### src/rtl/wish_unpack_pkg.sv
// Shared helpers for the Wishbone width converters (packer/unpacker).
// Index widths and beat-to-slice mapping live here so both sides agree.
package wish_unpack_pkg;

    function automatic int idx_width(input int n);
        return (n > 1) ? $clog2(n) : 1;
    endfunction

    function automatic int ctr_width(input int max_out);
        return $clog2(max_out + 1);
    endfunction

    // Maps a beat number to the slice of the wide word it carries.
    function automatic int slice_sel(input int idx, input int n, input bit little);
        return little ? idx : (n - 1 - idx);
    endfunction

endpackage

### src/rtl/wish_outstanding_ctr.sv
// Up/down counter of issued-but-unacked beats, saturating at 0 and MAX.
// Exposes a limit flag and a nonzero flag for strobe and cycle gating.
module wish_outstanding_ctr #(
    parameter int MAX = 4,
    parameter int W   = 3
) (
    input  logic clk,
    input  logic rst_n,
    input  logic inc,
    input  logic dec,
    output logic at_limit,
    output logic nonzero
);

    logic [W-1:0] cnt;
    logic         inc_ok;
    logic         dec_ok;

    assign nonzero  = (cnt != '0);
    assign at_limit = (cnt == W'(MAX));
    assign inc_ok   = inc & ~at_limit;
    assign dec_ok   = dec & nonzero;

    always_ff @(posedge clk or negedge rst_n) begin
        if (!rst_n) begin
            cnt <= '0;
        end else if (inc_ok & ~dec_ok) begin
            cnt <= cnt + 1'b1;
        end else if (dec_ok & ~inc_ok) begin
            cnt <= cnt - 1'b1;
        end
    end

endmodule

### src/rtl/wish_unpack.sv
// Wishbone B4 pipelined unpacker: one wide word in, NUM_PACK narrow beats out.
// The stall drops on the last beat so consecutive words stream without a bubble.
module wish_unpack
    import wish_unpack_pkg::*;
#(
    parameter int DATA_WIDTH      = 8,
    parameter int NUM_PACK        = 4,
    parameter int TGC_WIDTH       = 2,
    parameter int LITTLE_ENDIAN   = 0,
    parameter int MAX_OUTSTANDING = 4
) (
    input  logic                           clk_i,
    input  logic                           rst_i,
    input  logic                           s_stb_i,
    input  logic                           s_cyc_i,
    input  logic [DATA_WIDTH*NUM_PACK-1:0] s_dat_i,
    input  logic [TGC_WIDTH-1:0]           s_tgc_i,
    output logic                           s_ack_o,
    output logic                           s_stall_o,
    output logic                           d_stb_o,
    output logic                           d_cyc_o,
    output logic [DATA_WIDTH-1:0]          d_dat_o,
    output logic [TGC_WIDTH-1:0]           d_tgc_o,
    input  logic                           d_ack_i,
    input  logic                           d_stall_i
);

    localparam int IW = idx_width(NUM_PACK);
    localparam int CW = ctr_width(MAX_OUTSTANDING);
    localparam int WW = DATA_WIDTH * NUM_PACK;
    localparam logic [IW-1:0] LAST = IW'(NUM_PACK - 1);

    logic                 valid;
    logic [WW-1:0]        hold;
    logic [TGC_WIDTH-1:0] tag;
    logic [IW-1:0]        idx;
    logic [IW-1:0]        slot;
    logic                 ack_q;
    logic                 at_limit;
    logic                 busy;
    logic                 issue;
    logic                 last;
    logic                 accept;

    assign d_stb_o   = valid & ~at_limit;
    assign issue     = d_stb_o & ~d_stall_i;
    assign last      = issue & (idx == LAST);
    assign s_stall_o = valid & ~last;
    assign accept    = s_cyc_i & s_stb_i & ~s_stall_o;
    assign s_ack_o   = ack_q;
    assign d_cyc_o   = valid | busy;
    assign d_tgc_o   = tag;

    always_comb begin
        slot    = IW'(slice_sel(int'(idx), NUM_PACK, LITTLE_ENDIAN != 0));
        d_dat_o = hold[slot*DATA_WIDTH +: DATA_WIDTH];
    end

    always_ff @(posedge clk_i or negedge rst_i) begin
        if (!rst_i) begin
            valid <= 1'b0;
            hold  <= '0;
            tag   <= '0;
            idx   <= '0;
            ack_q <= 1'b0;
        end else begin
            ack_q <= accept;
            if (accept) begin
                valid <= 1'b1;
                hold  <= s_dat_i;
                tag   <= s_tgc_i;
                idx   <= '0;
            end else if (last) begin
                valid <= 1'b0;
            end else if (issue) begin
                idx <= idx + 1'b1;
            end
        end
    end

    wish_outstanding_ctr #(
        .MAX (MAX_OUTSTANDING),
        .W   (CW)
    ) u_ctr (
        .clk      (clk_i),
        .rst_n    (rst_i),
        .inc      (issue),
        .dec      (d_ack_i),
        .at_limit (at_limit),
        .nonzero  (busy)
    );

endmodule

### config.mk
export PLATFORM = sky130hd
export DESIGN_NAME = wish_unpack
export DESIGN_NICKNAME = d
export VERILOG_FILES = /design/src/rtl/wish_unpack_pkg.sv /design/src/rtl/wish_outstanding_ctr.sv /design/src/rtl/wish_unpack.sv
export SDC_FILE = /design/constraint.sdc
export NUM_CORES = 1
export LEC_CHECK = 0
export ABC_CLOCK_PERIOD_IN_PS = 2700
export CAP_MARGIN = 0
export CORE_MARGIN = 3
export CORE_UTILIZATION = 48
export CTS_CLUSTER_SIZE = 30
export DETAILED_ROUTE_END_ITERATION = 8
export PLACE_DENSITY = 0.8
export SYNTH_ARGS = -nofsm -noshare
export SYNTH_HDL_FRONTEND = slang
export SYNTH_SLANG_ARGS = --single-unit
### constraint.sdc
create_clock -name clk_i -period 2.7 [get_ports clk_i]
set_clock_uncertainty 0.2 [all_clocks]
set_input_delay 0.27 -clock clk_i [delete_from_list [all_inputs] [get_ports clk_i]]
set_output_delay 0.27 -clock clk_i [all_outputs]
set_load 0.02 [all_outputs]
# After elaboration in Yosys (flattened, before gate mapping)
# Cells that the tools add are included.
dict set report classes {
  n_mux 7
  add_sub_neg 4
  bitwise 17
  n_eq_ne 3
  shift 1
  n_reduce_logical 5
}
# operator count
set ops {}
lappend ops {{variable part select 32 x 6 -> 8 bit} 1}
lappend ops {{bitwise AND 1 bit} 10}
lappend ops {{2-to-1 mux 2 bit} 3}
lappend ops {{2-to-1 mux 3 bit} 2}
lappend ops {{inverter 1 bit} 6}
lappend ops {{nonzero test 2 bit} 3}
lappend ops {{adder 3 x 1 -> 3 bit (second input constant)} 1}
lappend ops {{equality test 3 bit (second input constant)} 1}
lappend ops {{nonzero test 3 bit} 1}
lappend ops {{subtractor 3 x 1 -> 3 bit (second input constant)} 1}
lappend ops {{adder 2 x 1 -> 2 bit (second input constant)} 1}
lappend ops {{equality test 2 bit (second input constant)} 1}
lappend ops {{2-to-1 mux 1 bit} 2}
lappend ops {{inequality test 2 x 1 -> 1 bit (second input constant)} 1}
lappend ops {{AND reduction 2 bit} 1}
lappend ops {{subtractor 2 bit (first input constant)} 1}
lappend ops {{OR 1 bit} 1}
dict set report totals {
  word_cells 43
  reg_bits 41
  out_inout_bits 14
  input_bits 40
}

# Longest topological paths before layout
dict set report depth {
  word_depth 11
  mapped_depth 9
  depth_no_buf 9
}

# By module
# Synthesis repeated with hierarchy kept, for this count alone.
dict set report hier_totals {
  hier_cells 114
  hier_area_um2 1971.9
}
# module seq_area_each_um2 n_inst cells_per_inst area_each_um2
set by_module_without_submodules {}
lappend by_module_without_submodules {wish_unpack 950.9 1 99 1783.0}
lappend by_module_without_submodules {wish_outstanding_ctr 75.1 1 15 188.9}

# Worst setup path before layout
# OpenSTA, ideal clock, no wires.
dict set report synth_timing {
  path_kind {register to register}
  start {register u_ctr.cnt[2]}
  end {register u_ctr.cnt[2]}
  path_stages_with_launch 10
  setup_ps 79
  synth_period_minus_slack_ps 2204
  slack_ps 496
  t_arrival_ps 1925
  n_path_buf 0
  path_cell_list {dfrtp_1 nor3b_1 or2_2 nor2_1 ha_1 inv_1 fa_1 xor2_1 nor2_1 xor2_1}
}
dict set report synth_between {
  elab_chain_len 8
  word_cells_on_any_way 16
}
# element line
set synth_lines {}
lappend synth_lines {{start: declaration} wish_outstanding_ctr.sv:15} ;# logic [W-1:0] cnt;
lappend synth_lines {{start signal: assignment} wish_outstanding_ctr.sv:28} ;# cnt <= cnt + 1'b1;
lappend synth_lines {{start signal: assignment} wish_outstanding_ctr.sv:30} ;# cnt <= cnt - 1'b1;
lappend synth_lines {{equality test 3 bit} wish_outstanding_ctr.sv:20} ;# assign at_limit = (cnt == W'(MAX));
lappend synth_lines {{inverter 1 bit} {wish_outstanding_ctr.sv:21, wish_unpack.sv:45}}
lappend synth_lines {{bitwise AND 1 bit} wish_unpack.sv:45} ;# assign d_stb_o = valid & ~at_limit;
lappend synth_lines {{bitwise AND 1 bit} wish_unpack.sv:46} ;# assign issue = d_stb_o & ~d_stall_i;
lappend synth_lines {{bitwise AND 1 bit} wish_outstanding_ctr.sv:21} ;# assign inc_ok = inc & ~at_limit;
lappend synth_lines {{inverter 1 bit} wish_outstanding_ctr.sv:29} ;# end else if (dec_ok & ~inc_ok) begin
lappend synth_lines {{bitwise AND 1 bit} wish_outstanding_ctr.sv:29}
lappend synth_lines {{nonzero test 2 bit (no source line)} --}
# Parallel ways exist; a longest one is shown, timed or not. The select of a mux whose other input is x is not followed.
# A chain may end at the register's enable or synchronous reset.

# Worst setup path in the final report
dict set report layout_timing {
  start {register idx[0]}
  end {output d_dat_o[7]}
}
dict set report layout_between {
  elab_chain_len 2
}
# element line
set layout_lines {}
lappend layout_lines {{start: declaration} wish_unpack.sv:36} ;# logic [IW-1:0] idx;
lappend layout_lines {{start signal: assignment} wish_unpack.sv:76} ;# idx <= idx + 1'b1;
lappend layout_lines {{subtractor 2 bit} wish_unpack_pkg.sv:15} ;# return little ? idx : (n - 1 - idx);
lappend layout_lines {{variable part select 32 x 6 -> 8 bit} wish_unpack.sv:56} ;# d_dat_o = hold[slot*DATA_WIDTH +: DATA_WIDTH];
lappend layout_lines {{end: declaration} wish_unpack.sv:22} ;# output logic [DATA_WIDTH-1:0] d_dat_o,
# No other way between the ends.

==> flow_metrics.py <==
metrics = {
    "global_routing": {
        "track_usage": 0.170,
        "grt_overflow": 0,
        "grt_pass1_wl_um": 6550,
        "grt_start_max_net_pins": 42,
        "antenna_found_initial": 0,
        "grt_pass1_vias": 1318,
    },
    "sta": {
        "setup_ws_ps": 190,
        "rsz0062_at_grt": "false",
        "hold_viol_final": 0,
        "period_share": 0.930,
        "setup_viol": 0,
        "slew_viol_final": 0,
        "slew-limit-headroom": 0.401,
        "fin_crit_ps": 2510,
        "fmax_mhz": 398,
        "tns_ps": 0,
        "tightest_slew_ps": 899,
        "hold_ws_ps": 309,
    },
    "power_and_ir_drop": {
        "p_per_area_mw_per_mm2": 1120,
        "intPower_w": 0.00206,
        "p_leak_nw": 1.27,
        "combinationalPowerShare": 0.491,
        "power_frac_seq": 0.366,
        "finalPower_w": 0.00304,
        "pwr-share-clk": 0.143,
        "vdd_drop_max_v": 0.000617,
        "switching_share": 0.321,
        "p_switching_w": 0.000975,
    },
    "die": {
        "die_width_um": 70.5,
        "io_pins": 54,
        "core_mm2": 0.00383,
        "die_area_mm2": 0.00497,
        "start_util": 0.522,
        "die_h_um": 70.5,
        "row_count": 22,
    },
    "layout": {
        "fin_nets": 225,
        "diodes": 0,
        "layout-drive-gt1-share": 0.328,
        "fillerInstances": 259,
        "finish.instance_area_mm2": 0.00270,
        "area_growth_pct": 35.4,
    },
    "yosys": {
        "ys_seq_area_frac": 0.514,
        "synth_area_per_cell_um2": 16.5,
        "yosys_warnings": 0,
        "ys.flop_type": "dfrtp_1",
        "syn_inst": 121,
        "synthDistinctLibCells": 26,
        "synth_nets": 164,
        "async_flop_share": 1.00,
        "synth_edf_count": 0,
        "syn-cell-area_mm2": 0.00200,
        "yosysTopAreaCellShare": 0.514,
        "yosysMostFrequentCell": "dfrtp_1",
        "yosys-top-cells-area": "dfrtp_1 51%, mux2_4 22%, mux4_2 9.0%, mux2_2 3.4%, buf_6 1.7%",
        "synth_seq_cells": 41,
        "synth.largest_area_cell": "dfrtp_1",
        "ys_top_cells_by_count": "41 x dfrtp_1, 29 x mux2_4, 8 x mux4_2, 6 x mux2_2, 5 x inv_1",
    },
    "clock_tree": {
        "cts_setup_buffers": 0,
        "cts_root_buffer": "clkbuf_8",
        "numClockSinks": 41,
        "clk_pin_slew_worst_paths_ps": 70,
        "h-tree-depth": 2,
        "numCtsBuffers": 5,
        "cts_tree": "done",
        "clockBufferDepth": 2,
        "clock_latency_ps": 280,
    },
    "worst_hold_path": {
        "worstHoldPathType": "reg -> reg",
    },
    "routing": {
        "dr.pass1.iters": 4,
        "wirelength_um": 3900,
        "final_antenna_net_count": 0,
        "drtIter0Drc": 87,
        "drc_errors": 0,
        "wire_per_inst_um": 16.9,
        "num_vias": 1231,
        "via_per_inst": 5.33,
    },
    "outcome": {
        "status": "finished, final reports clean",
    },
    "placement": {
        "gp_congestion": 0.811,
        "place_ws_ps": 191,
        "hpwl_um": 2940,
        "portBuffers": 53,
        "dpl_cell_area_mm2": 0.00259,
    },
    "critical_path": {
        "setup.worst_path.class": "reg -> out",
        "critPathCaptureType": "primary output",
        "crit_fanout": 7,
        "cp.arrival_ps": 2040,
        "critPathLaunchType": "flop",
        "crit_required_ps": 2230,
    },
    "flow_run": {
        "cap_violations": 0,
    },
}
==> path summary, 6_finish.rpt <==
kind / startpoint / end / slack [ps] / cells after the start
setup / recovery: idx[0] / d_dat_o[7] / 190 / 3
hold / removal: hold[22] / hold[22] / 310 / 1
setup reg to reg: u_ctr.cnt[2] / u_ctr.cnt[2] / 350 / 9
hold reg to reg: hold[22] / hold[22] / 310 / 1
max in group asynchronous: rst_i / hold[31] / 1290 / 2
min in group asynchronous: rst_i / hold[10] / 450 / 2
==> cell type report <==
class	instances	area, µm²	area share
Multi-Input combinational cell	70	910	0.336
Sequential cell	41	1030	0.379
Clock buffer	7	96.3	0.0356
Clock inverter	1	5.00	0.00185
Inverter	5	18.8	0.00694
Tap cell	48	60.1	0.0222
Timing Repair Buffer	59	588	0.217
==> sequential cells by signal, summed over array words and instances, names as in the netlist <==
signal     cells
u_ctr.cnt      3
s_ack_o        1
d_tgc_o        2
valid          1
idx            2
hold          32
==> power groups by stage <==
stage	registers [W]	clock network [W]	logic [W]
final	0.00111	0.000435	0.00149
after global routing	0.00116	0.000472	0.00159
after CTS	0.00111	0.000445	0.00152
after detailed placement	0.00112	0	0.00151
after global placement	0.00109	0	0.00146
after floorplan	0.00106	0	0.00100
==> logic make-up after synthesis <==
kind of cell    count (synthesis)  share of synthesized area
mux                            43                      0.342
flops                          41                      0.514
simple gates                   16                     0.0577
buf+inv                        10                     0.0307
compound gates                  5                     0.0201
xor+xnor                        3                     0.0132
fa+ha+maj                       3                     0.0226
==> worst max-delay path: stages (launching register included) <==
cell             delay (ps)
dfrtp_1                 480
buf_4                   190
mux4_2                  520
clkdlybuf4s50_1         560
==> placed cells by master (no fill, tap or decap), types with 2 or more instances in the layout <==
cell type,synthesis,routed
buf_4,0,4
clkbuf_8,0,7
clkdlybuf4s50_1,0,51
dfrtp_1,41,41
ha_1,2,2
inv_1,5,5
mux2_2,6,6
mux2_4,29,29
mux4_2,8,8
nand2_1,3,3
nand2b_1,2,2
nand3_1,2,2
nor2_1,2,2
o211ai_1,2,2
o311ai_0,2,2
xor2_1,2,2
==> layer usage <==
layer  part of all wire  wire (µm)  track usage
met1               0.42       1650        0.227
met2               0.51       1970        0.265
met3              0.067        263       0.0532
met4             0.0054         21       0.0574
met5                  0          0            0
==> what timing repair did <==
action / 4_1_cts / 5_1_grt
hold buffers: 1 / 0
setup endpoints to repair: 0 / 1
endpoints found under the hold margin: 41 / 0
resized for setup: 0 / 1
==> per-stage QoR <==
| step | util | std cells |
|---|---|---|
| floorplan | - | 121 |
| global placement | 0.677 | 222 |
| detailed placement | 0.677 | 222 |
| CTS | 0.706 | 231 |
| global route | 0.707 | 231 |
| finish | 0.707 | 231 |
Note: power is estimated with default switching activity, not from simulation.
==> variant 1: new RTL, config.mk and constraints unchanged <==
The parameter `MAX_OUTSTANDING` goes from 4 to 8.
--- a/src/rtl/wish_unpack.sv
+++ b/src/rtl/wish_unpack.sv
@@ -7,7 +7,7 @@
     parameter int NUM_PACK        = 4,
     parameter int TGC_WIDTH       = 2,
     parameter int LITTLE_ENDIAN   = 0,
-    parameter int MAX_OUTSTANDING = 4
+    parameter int MAX_OUTSTANDING = 8
 ) (
     input  logic                           clk_i,
     input  logic                           rst_i,
Formal check against the unedited RTL: not equivalent (Yosys sat finds a counterexample within 10 cycles, from zero or initial values and one cycle with rst_i low).
==> variant 1 against the unedited design <==
- final area grew 3.0%
- total power grew 11%
- clock power grew 12%
- wire length grew 6.0%
- non-clock buffer count shrank 1
- fmax grew 0.67%
- combinational power grew 17%
- area after synthesis grew 5.4%
- count of clock-buffer cells in the layout shrank 2
- worst setup slack gained 17 ps
- utilization shrank 3.0 points
- sequential cell count grew 1
- register-to-register slack lost 140 ps
- largest cell class unchanged
==> variant 1: results <==
{
  "synth_area_leaders": "sky130_fd_sc_hd__dfrtp_1 (50%), sky130_fd_sc_hd__mux2_4 (21%), sky130_fd_sc_hd__mux4_2 (8.6%)",
  "mean_number_of_vias_per_cell": 5.333,
  "switching_share": 0.3248,
  "most_common_library_cells_after_synthesis": "sky130_fd_sc_hd__dfrtp_1 (42), sky130_fd_sc_hd__mux2_4 (29), sky130_fd_sc_hd__mux4_2 (8), sky130_fd_sc_hd__mux2_2 (6)",
  "run_status": "completed",
  "synth_fp_nets": 171,
  "nNetsFinal": 231,
  "first_iter_violations": 57,
  "cp-end-kind": "register",
  "grt_pass1_vias": 1406,
  "timing.critical_path.max_delay_family": "simple AND/OR/NAND/NOR gates",
  "worstSkewPairLatency_ps": 300,
  "synth.distinct_cells": 28,
  "actual_transition_at_the_worst_max_transition_pin_ps": 899.6,
  "cp.arrival_ps": 2480,
  "syn-instance-count": 126,
  "yosysSeqAreaShare": 0.4994,
  "timing.reg2reg.setup_slack_ps": 210,
  "critical_path.slowest_cell": "sky130_fd_sc_hd__dfrtp_1",
  "start_point_of_the_critical_path": "u_ctr.cnt[0]$_DFFE_PN0P_",
  "total_of_fill_cells_in_the_finished_design": 290,
  "dr_total_vias": 1264,
  "ir_worst_vdd_v": 0.0008347,
  "wl_um": 4134,
  "worstReg2RegEnd": "u_ctr.cnt[3]$_DFFE_PN0P_",
  "sum_of_met2_wire_segment_lengths_after_detailed_routing_um": 2087,
  "final_layout_size_suffix_gt1_frac": 0.3209,
  "grt_first_pass_wirelength_um": 6969,
  "gp_congestion": 0.7152,
  "place_hpwl_um": 2907,
  "cp_slowest_stage_delay_ps": 470
}
[variant 1: cell types whose count changed after synthesis, sizes merged, moves of 2 or more]
cell,unedited run,this run
a21oi,0,2
o211ai,2,0
ha,2,4
inv,5,2
o21ai,0,4
xnor2,1,3
o311ai,2,0
xor2,2,0
[variant 1: final cells by class]
type / instances / area, um2 / area share
Sequential cell: 42 / 1051 / 0.3774
Clock inverter: 3 / 40.04 / 0.01438
Clock buffer: 5 / 68.82 / 0.02471
Tap cell: 50 / 62.56 / 0.02246
Multi-Input combinational cell: 77 / 977.2 / 0.3509
Timing Repair Buffer: 58 / 578.1 / 0.2075
Inverter: 2 / 7.507 / 0.002695
[variant 1: cells by family after synthesis]
family,count (synthesis),synth area share
compound gates,10,0.03508
xor+xnor,3,0.01249
fa+ha+maj,5,0.03330
buf+inv,7,0.03626
flops,42,0.4994
mux,44,0.3294
simple gates,15,0.05411
[variant 1: through the flow]
stage,setup slack (ps),cell area (um2)
finish,206.3,2785
global route,27.91,2785
CTS,205.3,2785
detailed placement,172.2,2666
global placement,272.0,2666
floorplan,354.3,2105
[variant 1: routing by layer]
layer | global-route usage | up-vias
met5 | 0 | -
met4 | 0.06263 | 0
met3 | 0.06371 | 10
met2 | 0.2952 | 39
met1 | 0.2174 | 636
li1 | - | 579
[variant 1: power by group through the flow]
stage               Combinational, mW  Clock (mW)  Sequential, mW
floorplan                        1.21           0            1.13
global placement                 1.69           0            1.14
detailed placement               1.74           0            1.17
CTS                              1.76       0.498            1.16
global route                     1.86       0.537            1.20
finish                           1.74       0.486            1.15
==> variant 2: new RTL, same flow settings <==
Without the edit above. Make the reset (`rst_i` and `rst_n`) synchronous in 2 clocked blocks.
--- a/src/rtl/wish_outstanding_ctr.sv
+++ b/src/rtl/wish_outstanding_ctr.sv
@@ -21,7 +21,7 @@
     assign inc_ok   = inc & ~at_limit;
     assign dec_ok   = dec & nonzero;
 
-    always_ff @(posedge clk or negedge rst_n) begin
+    always_ff @(posedge clk) begin
         if (!rst_n) begin
             cnt <= '0;
         end else if (inc_ok & ~dec_ok) begin
--- a/src/rtl/wish_unpack.sv
+++ b/src/rtl/wish_unpack.sv
@@ -56,7 +56,7 @@
         d_dat_o = hold[slot*DATA_WIDTH +: DATA_WIDTH];
     end
 
-    always_ff @(posedge clk_i or negedge rst_i) begin
+    always_ff @(posedge clk_i) begin
         if (!rst_i) begin
             valid <= 1'b0;
             hold  <= '0;
Behaviour: differs if rst_i is asserted again (counterexample within 4 cycles, from zero or initial values and one cycle with rst_i low); with rst_i held inactive, the same outputs for 10 cycles.
==> variant 2 against the unedited design <==
- critical path type unchanged
- critical path depth unchanged
- highest routed layer unchanged
- first-iteration DRC count decreased by 26%
- worst setup slack got worse by 61 ps
- largest cell class is now multi-input combinational cells
- fmax shrank 2.4%
- wire length decreased by 3.2%
- final area down 3.3%
- global-route usage grew 0.28 points
- utilization decreased by 1.4 points
- final cell count increased by 29%
- sequential cell count did not move
- area after synthesis is 2.5% lower
Power is not compared: it rests on default switching activity, and its combinational part moved more than twofold at a synthesized area within 25%.
==> variant 2: results <==
{
  "wl_per_cell_um": 12.67,
  "dpl_cell_area_mm2": 0.002492,
  "place_hpwl_um": 2662,
  "worstHoldEndpoint": "hold[23]$_SDFFE_PN0P_",
  "yosysSeqAreaShare": 0.4216,
  "total_of_fill_cells_in_the_finished_design": 298,
  "avg_cell_area_syn_um2": 9.833,
  "timing.reg2reg.setup_slack_ps": 320,
  "most_common_library_cells_after_synthesis": "sky130_fd_sc_hd__nand2_1 (69), sky130_fd_sc_hd__dfxtp_1 (41), sky130_fd_sc_hd__mux2i_1 (35), sky130_fd_sc_hd__clkbuf_1 (8), sky130_fd_sc_hd__mux4_2 (8)",
  "worstReg2RegEnd": "u_ctr.cnt[2]$_SDFFE_PN0P_",
  "synthFlopType": "sky130_fd_sc_hd__dfxtp_1",
  "actual_transition_at_the_worst_max_transition_pin_ps": 534.5,
  "run_status": "completed",
  "dr_total_vias": 1471,
  "hold_ws_ps": 257.2,
  "gp_congestion": 0.7740,
  "cp.arrival_ps": 2100,
  "nNetsFinal": 292,
  "post_synth_xor_area_fraction": 0.008997,
  "first_iter_violations": 64,
  "cp_max_fo": 6,
  "async_s_r_ff_share_synth": 0,
  "grt_pass1_vias": 1427,
  "final_layout_size_suffix_gt1_frac": 0.1040,
  "synth_fp_nets": 241,
  "synth.distinct_cells": 24,
  "grt_first_pass_wirelength_um": 6699,
  "worst_hold_startpoint": "hold[23]$_SDFFE_PN0P_",
  "holdPathStages": 2,
  "wl_um": 3777
}
variant 2: changes by cell type in the layout (fill, tap and decap cells not counted), moves of 4 or more:
| cell | change |
|---|---|
| sky130_fd_sc_hd__mux2_4 | -29 |
| sky130_fd_sc_hd__dfxtp_1 | +41 |
| sky130_fd_sc_hd__nand2_1 | +66 |
| sky130_fd_sc_hd__dfrtp_1 | -41 |
| sky130_fd_sc_hd__mux2_2 | -6 |
| sky130_fd_sc_hd__mux2i_1 | +35 |
| sky130_fd_sc_hd__o21ai_0 | +4 |
variant 2: worst max path at each step:
stage	end	from
floorplan	u_ctr.cnt[2]$_SDFFE_PN0P_	u_ctr.cnt[0]$_SDFFE_PN0P_
global placement	u_ctr.cnt[2]$_SDFFE_PN0P_	u_ctr.cnt[0]$_SDFFE_PN0P_
detailed placement	u_ctr.cnt[2]$_SDFFE_PN0P_	u_ctr.cnt[0]$_SDFFE_PN0P_
CTS	d_dat_o[1]	idx[1]$_SDFFE_PP0P_
global route	d_dat_o[1]	idx[1]$_SDFFE_PP0P_
finish	d_dat_o[1]	idx[1]$_SDFFE_PP0P_
variant 2: area by class of cell:
| type | instances | area (um2) | share of cell area |
|---|---|---|---|
| clock inverter | 1 | 30.03 | 0.01149 |
| multi-input combinational | 140 | 1030 | 0.3940 |
| timing repair buffer | 58 | 575.6 | 0.2202 |
| clock buffer | 7 | 86.33 | 0.03303 |
| inverter | 3 | 11.26 | 0.004308 |
| sequential | 41 | 820.8 | 0.3140 |
| tap | 48 | 60.06 | 0.02298 |
variant 2: power groups by stage:
stage,Clock [mW],Combinational (mW),Sequential (mW)
6_report,0.503,0.372,0.704
3_5_place_dp,0,0.372,0.715
4_1_cts,0.510,0.375,0.702
3_3_place_gp,0,0.370,0.714
2_1_floorplan,0,0.241,0.707
5_1_grt,0.536,0.413,0.713
variant 2: repair_timing:
item,in CTS,in global routing
resized for setup,0,1
setup endpoints to repair,0,1
setup buffers,0,0
hold buffers,0,0
variant 2: logic make-up (layout without fill, tap and decap cells):
group                    after synthesis  count (layout)
AO/OA/AOI/OAI                         10              10
AND/OR/NAND/NOR                       82              82
multiplexers                          43              43
flip-flops                            41              41
buffers and inverters                 17              69
XOR/XNOR                               2               2
adder cells (fa/ha/maj)                3               3
variant 2: critical path, cell delays in order (launching register included):
cell,delay [ps]
sky130_fd_sc_hd__dfxtp_1,500
sky130_fd_sc_hd__buf_4,240
sky130_fd_sc_hd__mux4_2,520
sky130_fd_sc_hd__clkdlybuf4s50_1,550
variant 2: metal layers:
layer	share of wire	track usage
met5	0	0
met4	0.012	0.06383
met3	0.042	0.06232
met2	0.49	0.2638
met1	0.45	0.2252
